<file path="config.mk">
export PLATFORM = sky130hd
export DESIGN_NAME = muldiv_unit
export DESIGN_NICKNAME = d
export VERILOG_FILES = /design/src/rtl/muldiv_unit.sv
export SDC_FILE = /design/constraint.sdc
export NUM_CORES = 1
export LEC_CHECK = 0
export BUFFER_PORTS_ARGS = -buffer_cell sky130_fd_sc_hd__buf_4
export CELL_PAD_IN_SITES_DETAIL_PLACEMENT = 0
export CELL_PAD_IN_SITES_GLOBAL_PLACEMENT = 2
export CORE_UTILIZATION = 35
export DETAILED_ROUTE_END_ITERATION = 10
export PLACE_DENSITY = 0.87
export SETUP_SLACK_MARGIN = 0.2
export SLEW_MARGIN = 0
export SYNTH_ARGS = -nofsm -noshare
export SYNTH_HDL_FRONTEND = slang
export SYNTH_SLANG_ARGS = --single-unit
</file>
<file path="constraint.sdc">
create_clock -name clk -period 7.7 [get_ports clk]
set_clock_uncertainty 0.2 [all_clocks]
set_input_delay 1.925 -clock clk [delete_from_list [all_inputs] [get_ports clk]]
set_output_delay 1.925 -clock clk [all_outputs]
set_load 0.03 [all_outputs]
</file>
<file path="src/rtl/muldiv_unit.sv">
// Iterative radix-2 multiply/divide unit owning the HI/LO pair.
// MULT/MULTU/DIV/DIVU take WIDTH+1 busy cycles; MTHI/MTLO/MFHI/MFLO complete in one.
module muldiv_unit #(
  parameter int WIDTH = 32
) (
  input  logic             clk,
  input  logic             reset,
  input  logic             start,
  input  logic [5:0]       funct,
  input  logic [WIDTH-1:0] a,
  input  logic [WIDTH-1:0] b,
  input  logic             flush,
  output logic             busy,
  output logic             done,
  output logic [WIDTH-1:0] hi,
  output logic [WIDTH-1:0] lo,
  output logic [WIDTH-1:0] rdata
);

  localparam logic [5:0] FUN_MFHI  = 6'h10;
  localparam logic [5:0] FUN_MTHI  = 6'h11;
  localparam logic [5:0] FUN_MFLO  = 6'h12;
  localparam logic [5:0] FUN_MTLO  = 6'h13;
  localparam logic [5:0] FUN_MULT  = 6'h18;
  localparam logic [5:0] FUN_MULTU = 6'h19;
  localparam logic [5:0] FUN_DIV   = 6'h1A;
  localparam logic [5:0] FUN_DIVU  = 6'h1B;
  localparam int         CW        = $clog2(WIDTH);

  typedef enum logic [1:0] {S_IDLE, S_MUL, S_DIV, S_FIX} state_t;

  state_t               r_state;
  state_t               w_next;
  logic [CW-1:0]        r_count;
  logic [2*WIDTH-1:0]   r_prod;    // mul: {acc, multiplier}; div: {remainder, quotient}
  logic [WIDTH-1:0]     r_opd;     // multiplicand or divisor magnitude
  logic                 r_is_div;
  logic                 r_neg_lo;  // negate product (mul) or quotient (div)
  logic                 r_neg_hi;  // negate remainder
  logic [WIDTH-1:0]     r_hi;
  logic [WIDTH-1:0]     r_lo;
  logic                 r_done;

  logic                 w_accept;
  logic                 w_is_mul;
  logic                 w_is_div;
  logic                 w_signed;
  logic                 w_a_neg;
  logic                 w_b_neg;
  logic [WIDTH-1:0]     w_a_mag;
  logic [WIDTH-1:0]     w_b_mag;
  logic                 w_last;
  logic [WIDTH:0]       w_mul_sum;
  logic [2*WIDTH-1:0]   w_mul_next;
  logic [WIDTH:0]       w_shift;
  logic [WIDTH:0]       w_diff;
  logic                 w_ge;
  logic [2*WIDTH-1:0]   w_div_next;
  logic [2*WIDTH-1:0]   w_prod_fix;
  logic [WIDTH-1:0]     w_q_fix;
  logic [WIDTH-1:0]     w_r_fix;

  assign w_is_mul = (funct == FUN_MULT) || (funct == FUN_MULTU);
  assign w_is_div = (funct == FUN_DIV)  || (funct == FUN_DIVU);
  assign w_signed = (funct == FUN_MULT) || (funct == FUN_DIV);
  assign w_a_neg  = w_signed & a[WIDTH-1];
  assign w_b_neg  = w_signed & b[WIDTH-1];
  assign w_a_mag  = w_a_neg ? -a : a;
  assign w_b_mag  = w_b_neg ? -b : b;
  assign w_accept = (r_state == S_IDLE) && start && !flush;
  assign w_last   = (r_count == CW'(WIDTH - 1));

  assign w_mul_sum  = {1'b0, r_prod[2*WIDTH-1:WIDTH]} + (r_prod[0] ? {1'b0, r_opd} : '0);
  assign w_mul_next = {w_mul_sum, r_prod[WIDTH-1:1]};

  // A set top bit means the shifted remainder already exceeds any WIDTH-bit divisor.
  assign w_shift    = r_prod[2*WIDTH-1:WIDTH-1];
  assign w_diff     = w_shift - {1'b0, r_opd};
  assign w_ge       = w_shift[WIDTH] | ~w_diff[WIDTH];
  assign w_div_next = w_ge ? {w_diff[WIDTH-1:0], r_prod[WIDTH-2:0], 1'b1}
                           : {w_shift[WIDTH-1:0], r_prod[WIDTH-2:0], 1'b0};

  assign w_prod_fix = r_neg_lo ? -r_prod : r_prod;
  assign w_q_fix    = r_neg_lo ? -r_prod[WIDTH-1:0] : r_prod[WIDTH-1:0];
  assign w_r_fix    = r_neg_hi ? -r_prod[2*WIDTH-1:WIDTH] : r_prod[2*WIDTH-1:WIDTH];

  always_ff @(posedge clk or posedge reset) begin
    if (reset) r_state <= S_IDLE;
    else       r_state <= w_next;
  end

  // NOTE: every combinational output gets a default first so no path can infer a latch.
  always_comb begin
    w_next = r_state;
    case (r_state)
      S_IDLE: begin
        if (w_accept && w_is_mul)      w_next = S_MUL;
        else if (w_accept && w_is_div) w_next = S_DIV;
      end
      S_MUL, S_DIV: if (w_last) w_next = S_FIX;
      S_FIX:        w_next = S_IDLE;
      default:      w_next = S_IDLE;
    endcase
    if (flush) w_next = S_IDLE;
  end

  // NOTE: sequential state uses non-blocking assignments so every register samples pre-edge values.
  always_ff @(posedge clk or posedge reset) begin
    if (reset) begin
      r_count  <= '0;
      r_prod   <= '0;
      r_opd    <= '0;
      r_is_div <= 1'b0;
      r_neg_lo <= 1'b0;
      r_neg_hi <= 1'b0;
      r_hi     <= '0;
      r_lo     <= '0;
      r_done   <= 1'b0;
    end else begin
      r_done <= 1'b0;
      case (r_state)
        S_IDLE: begin
          if (w_accept) begin
            r_count <= '0;
            if (funct == FUN_MTHI) r_hi <= a;
            if (funct == FUN_MTLO) r_lo <= a;
            if (w_is_mul) begin
              r_is_div <= 1'b0;
              r_prod   <= {{WIDTH{1'b0}}, w_b_mag};
              r_opd    <= w_a_mag;
              r_neg_lo <= w_a_neg ^ w_b_neg;
              r_neg_hi <= 1'b0;
            end else if (w_is_div && (b == '0)) begin
              // Zero divisor: every step accepts, so the raw dividend migrates into HI and LO fills with ones.
              r_is_div <= 1'b1;
              r_prod   <= {{WIDTH{1'b0}}, a};
              r_opd    <= '0;
              r_neg_lo <= 1'b0;
              r_neg_hi <= 1'b0;
            end else if (w_is_div) begin
              r_is_div <= 1'b1;
              r_prod   <= {{WIDTH{1'b0}}, w_a_mag};
              r_opd    <= w_b_mag;
              r_neg_lo <= w_a_neg ^ w_b_neg;
              r_neg_hi <= w_a_neg;
            end
          end
        end
        S_MUL: begin
          r_prod  <= w_mul_next;
          r_count <= r_count + 1'b1;
        end
        S_DIV: begin
          r_prod  <= w_div_next;
          r_count <= r_count + 1'b1;
        end
        S_FIX: begin
          if (!flush) begin
            r_done <= 1'b1;
            if (r_is_div) begin
              r_hi <= w_r_fix;
              r_lo <= w_q_fix;
            end else begin
              r_hi <= w_prod_fix[2*WIDTH-1:WIDTH];
              r_lo <= w_prod_fix[WIDTH-1:0];
            end
          end
        end
        default: ;
      endcase
    end
  end

  assign busy  = (r_state != S_IDLE);
  assign done  = r_done;
  assign hi    = r_hi;
  assign lo    = r_lo;
  assign rdata = (funct == FUN_MFHI) ? r_hi :
                 (funct == FUN_MFLO) ? r_lo : '0;

endmodule

</file>
==> run_results.csv <==
group,metric,value,unit
floorplanning,fp-row-count,77,
route,wl_per_cell,22.6,microns
finish,layout-drive-gt1-share,13.5,%
pwr,ir_drop,0.280,mV
sta,holdWs,0.308,ns
floorplanning,coreArea,44400,sq um
route,drt-vias-per-instance,5.89,
clocking,cts_buffer_depth,2,
synthesis,ys.warnings.count,0,
clocking,postCtsSetupRepairBufs,0,
sta,tns,0,ns
run,cap_violations,0,
pwr,p_leak,7.81,nW
synthesis,synth_adder_area_share,6.10,%
hold_path,hold_path.class,"flip-flop to flip-flop",
synthesis,synth_top_cell_area_share,27.0,%
synthesis,synth_top_family_by_area,"compound AO/OA/AOI/OAI gates",
sta,finalHoldViolations,0,
sta,fin_ws,1.87,ns
finish,final_nets,2210,
synthesis,netlist_area,15800,sq um
clocking,cts_resized,0,
sta,max_slew_margin,19.3,%
critical_path,cp-start-kind,"input pin",
finish,final_util,40.6,%
sta,tightest_slew,1.21,ns
global_routing,grt_use_total,25.7,%
synthesis,synth_compound_area_share,30.1,%
clocking,h-tree-depth,4,
floorplanning,initial_utilization,35.7,%
global_routing,antenna_found_initial,0,
synthesis,async_flop_share,100,%
place,post-place-ws,1.90,ns
floorplanning,die_h,215,microns
synthesis,synth_most_common_cell,"nor2_1",
critical_path,path_max_fanout,32,
synthesis,synthXorXnorAreaFrac,9.62,%
sta,min_period,5.83,ns
hold_path,hp-start,"r_opd[29]",
synthesis,synth.area.top_cells,"dfrtp_1, ha_1, a21oi_1",
synthesis,synth_cell_types,91,
finish,diodes,0,
floorplanning,io-pin-count,172,
global_routing,grt_max_degree,98,
floorplanning,die_w,215,microns
place,dpl.hpwl,46300,microns
finish,area_growth,13.9,%
clocking,cts_tree,"done",
synthesis,syn_nets,2146,
sta,final_max_slew_viol_count,0,
clocking,cts_hold_buf,0,
critical_path,r2r_cells,12,
synthesis,yosysTopAreaCell,"dfrtp_1",
synthesis,post_synth_mux_area_share,4.26,%
clocking,cts_buffers,17,
critical_path,reg2reg_to,"r_prod[62]",
sta,fin_crit_sh,75.7,%
synthesis,synth.yosys.seq_area_share,27.0,%
critical_path,worstSetupPathType,"input pin to primary output",
route,vias,15700,
sta,rsz0062_at_grt,"no",
clocking,clkSinkCount,171,
synthesis,synth.avg_cell_area,7.94,sq um
critical_path,crit_end,"rdata[2]",
global_routing,overflow,0,
clocking,cts-root-buf,"clkbuf_16",
clocking,clkTransAtPathRegs,0.08,ns
route,drtIter0Drc,1389,
critical_path,regToRegStartpoint,"r_prod[0]",
floorplanning,die_area,46100,sq um
route,ant_nets,0,
route,drt-pass1-iter-count,6,
place,dp_cells,2633,
clocking,clk_latency,0.46,ns
pwr,power_density,317,nW/um^2
finish,final_cells,2664,
synthesis,ys_ff_latch,171,
sta,setup_viol,0,
place,numPortBuffers,171,
place,place_congestion,0.958,
synthesis,synth_edf_count,0,
global_routing,grt_pass1_vias,14600,
critical_path,arrival,3.70,ns
critical_path,worstSetupStartpoint,"funct[2]",
route,wirelength,60300,microns
synthesis,synth-simple-area-share,17.6,%
critical_path,endpoint_kind,"primary output",
status,outcome,"completed",
synthesis,synthTopCellsByCount,"nor2_1, a21oi_1, o21ai_0",
sta,max_freq,172,MHz
critical_path,worstPathRequired,5.58,ns
synthesis,synth_cells,1996,
route,drc,0,
global_routing,grt_pass1_wl,91600,microns
critical_path,ff2ff_setup_slack,2.91,ns
synthesis,synth_flop_cell,"dfrtp_1",
-- critical path, cell delays in order --
cell and delay (ns):
buf_4 0.11, nor4b_1 0.40, nand2b_1 0.73, nor2_1 0.32, buf_4 0.19
-- cells in the final DEF (no fill, tap or decap), types with 14 or more instances in the layout --
master / netlist / routed
dfrtp_1: 171 / 171
nor2b_1: 24 / 24
ha_1: 74 / 72
o41ai_1: 16 / 16
a221oi_1: 34 / 34
nor3_1: 32 / 32
nand3_1: 25 / 25
a21o_1: 56 / 56
a31oi_1: 14 / 14
o21a_1: 15 / 14
a22oi_1: 40 / 40
clkbuf_16: 0 / 17
xnor2_1: 92 / 92
nand2_1: 171 / 171
or4_1: 14 / 14
a22o_1: 21 / 21
o211ai_1: 32 / 32
a21oi_1: 183 / 183
nand4_1: 18 / 18
o31ai_1: 28 / 28
a211oi_1: 30 / 30
buf_4: 3 / 190
or3_1: 16 / 16
xor2_1: 82 / 82
inv_1: 64 / 63
o21ai_0: 182 / 182
nor2_1: 186 / 184
mux2i_1: 55 / 55
-- power breakdown --
| part | switching (W) | internal (W) |
|---|---|---|
| sequential | 0.000487 | 0.00122 |
| combinational | 0.00194 | 0.00117 |
| clock | 0.000443 | 0.000460 |
| total | 0.00286 | 0.00285 |
-- state kept, by name, summed over array words and instances, names as in the netlist --
name      flops
lo           32
hi           32
r_opd        32
done          1
r_count       5
r_prod       64
r_state       2
r_is_div      1
r_neg_hi      1
r_neg_lo      1
-- metrics by stage --
stage,instance area [sq um],total power (W)
finish,18000,0.00572
floorplan,15800,0.00376
detailed placement,17500,0.00478
global route,18000,0.00609
CTS,18000,0.00569
global placement,17500,0.00475
-- logic make-up after synthesis --
| family | after synthesis |
|---|---|
| AOI/OAI and AO/OA | 730 |
| xor gates and xnor gates | 174 |
| adders and majority gates | 76 |
| buffers and inverters | 212 |
| DFF | 171 |
| muxes | 66 |
| and+or+nand+nor | 567 |
-- per-layer routing --
layer,routed length [microns],vias up,track usage [%]
met4,1220,0,6.43
li1,-,7441,-
met1,28800,7587,38.2
met2,26100,619,38.5
met5,0,-,0
met3,4180,45,3.81
-- cell type report --
type / instances / area [sq um]
Clock buffer: 17 / 425
Sequential cell: 171 / 4280
Inverter: 67 / 256
Fill cell: 4541 / 26400
Clock inverter: 14 / 154
Tap cell: 592 / 741
Timing Repair Buffer: 190 / 1430
Multi-Input combinational cell: 1613 / 10800
-- worst min path at each step --
stage | to | slack [ns] | cells after the start
after global placement | r_count[4] | 0.28 | 1
final | r_opd[29] | 0.31 | 2
after CTS | hi[12] | 0.32 | 1
after global routing | hi[12] | 0.34 | 1
after floorplan | r_opd[13] | 0.25 | 2
after detailed placement | hi[12] | 0.30 | 1
Power figures use the tool's default switching activity.
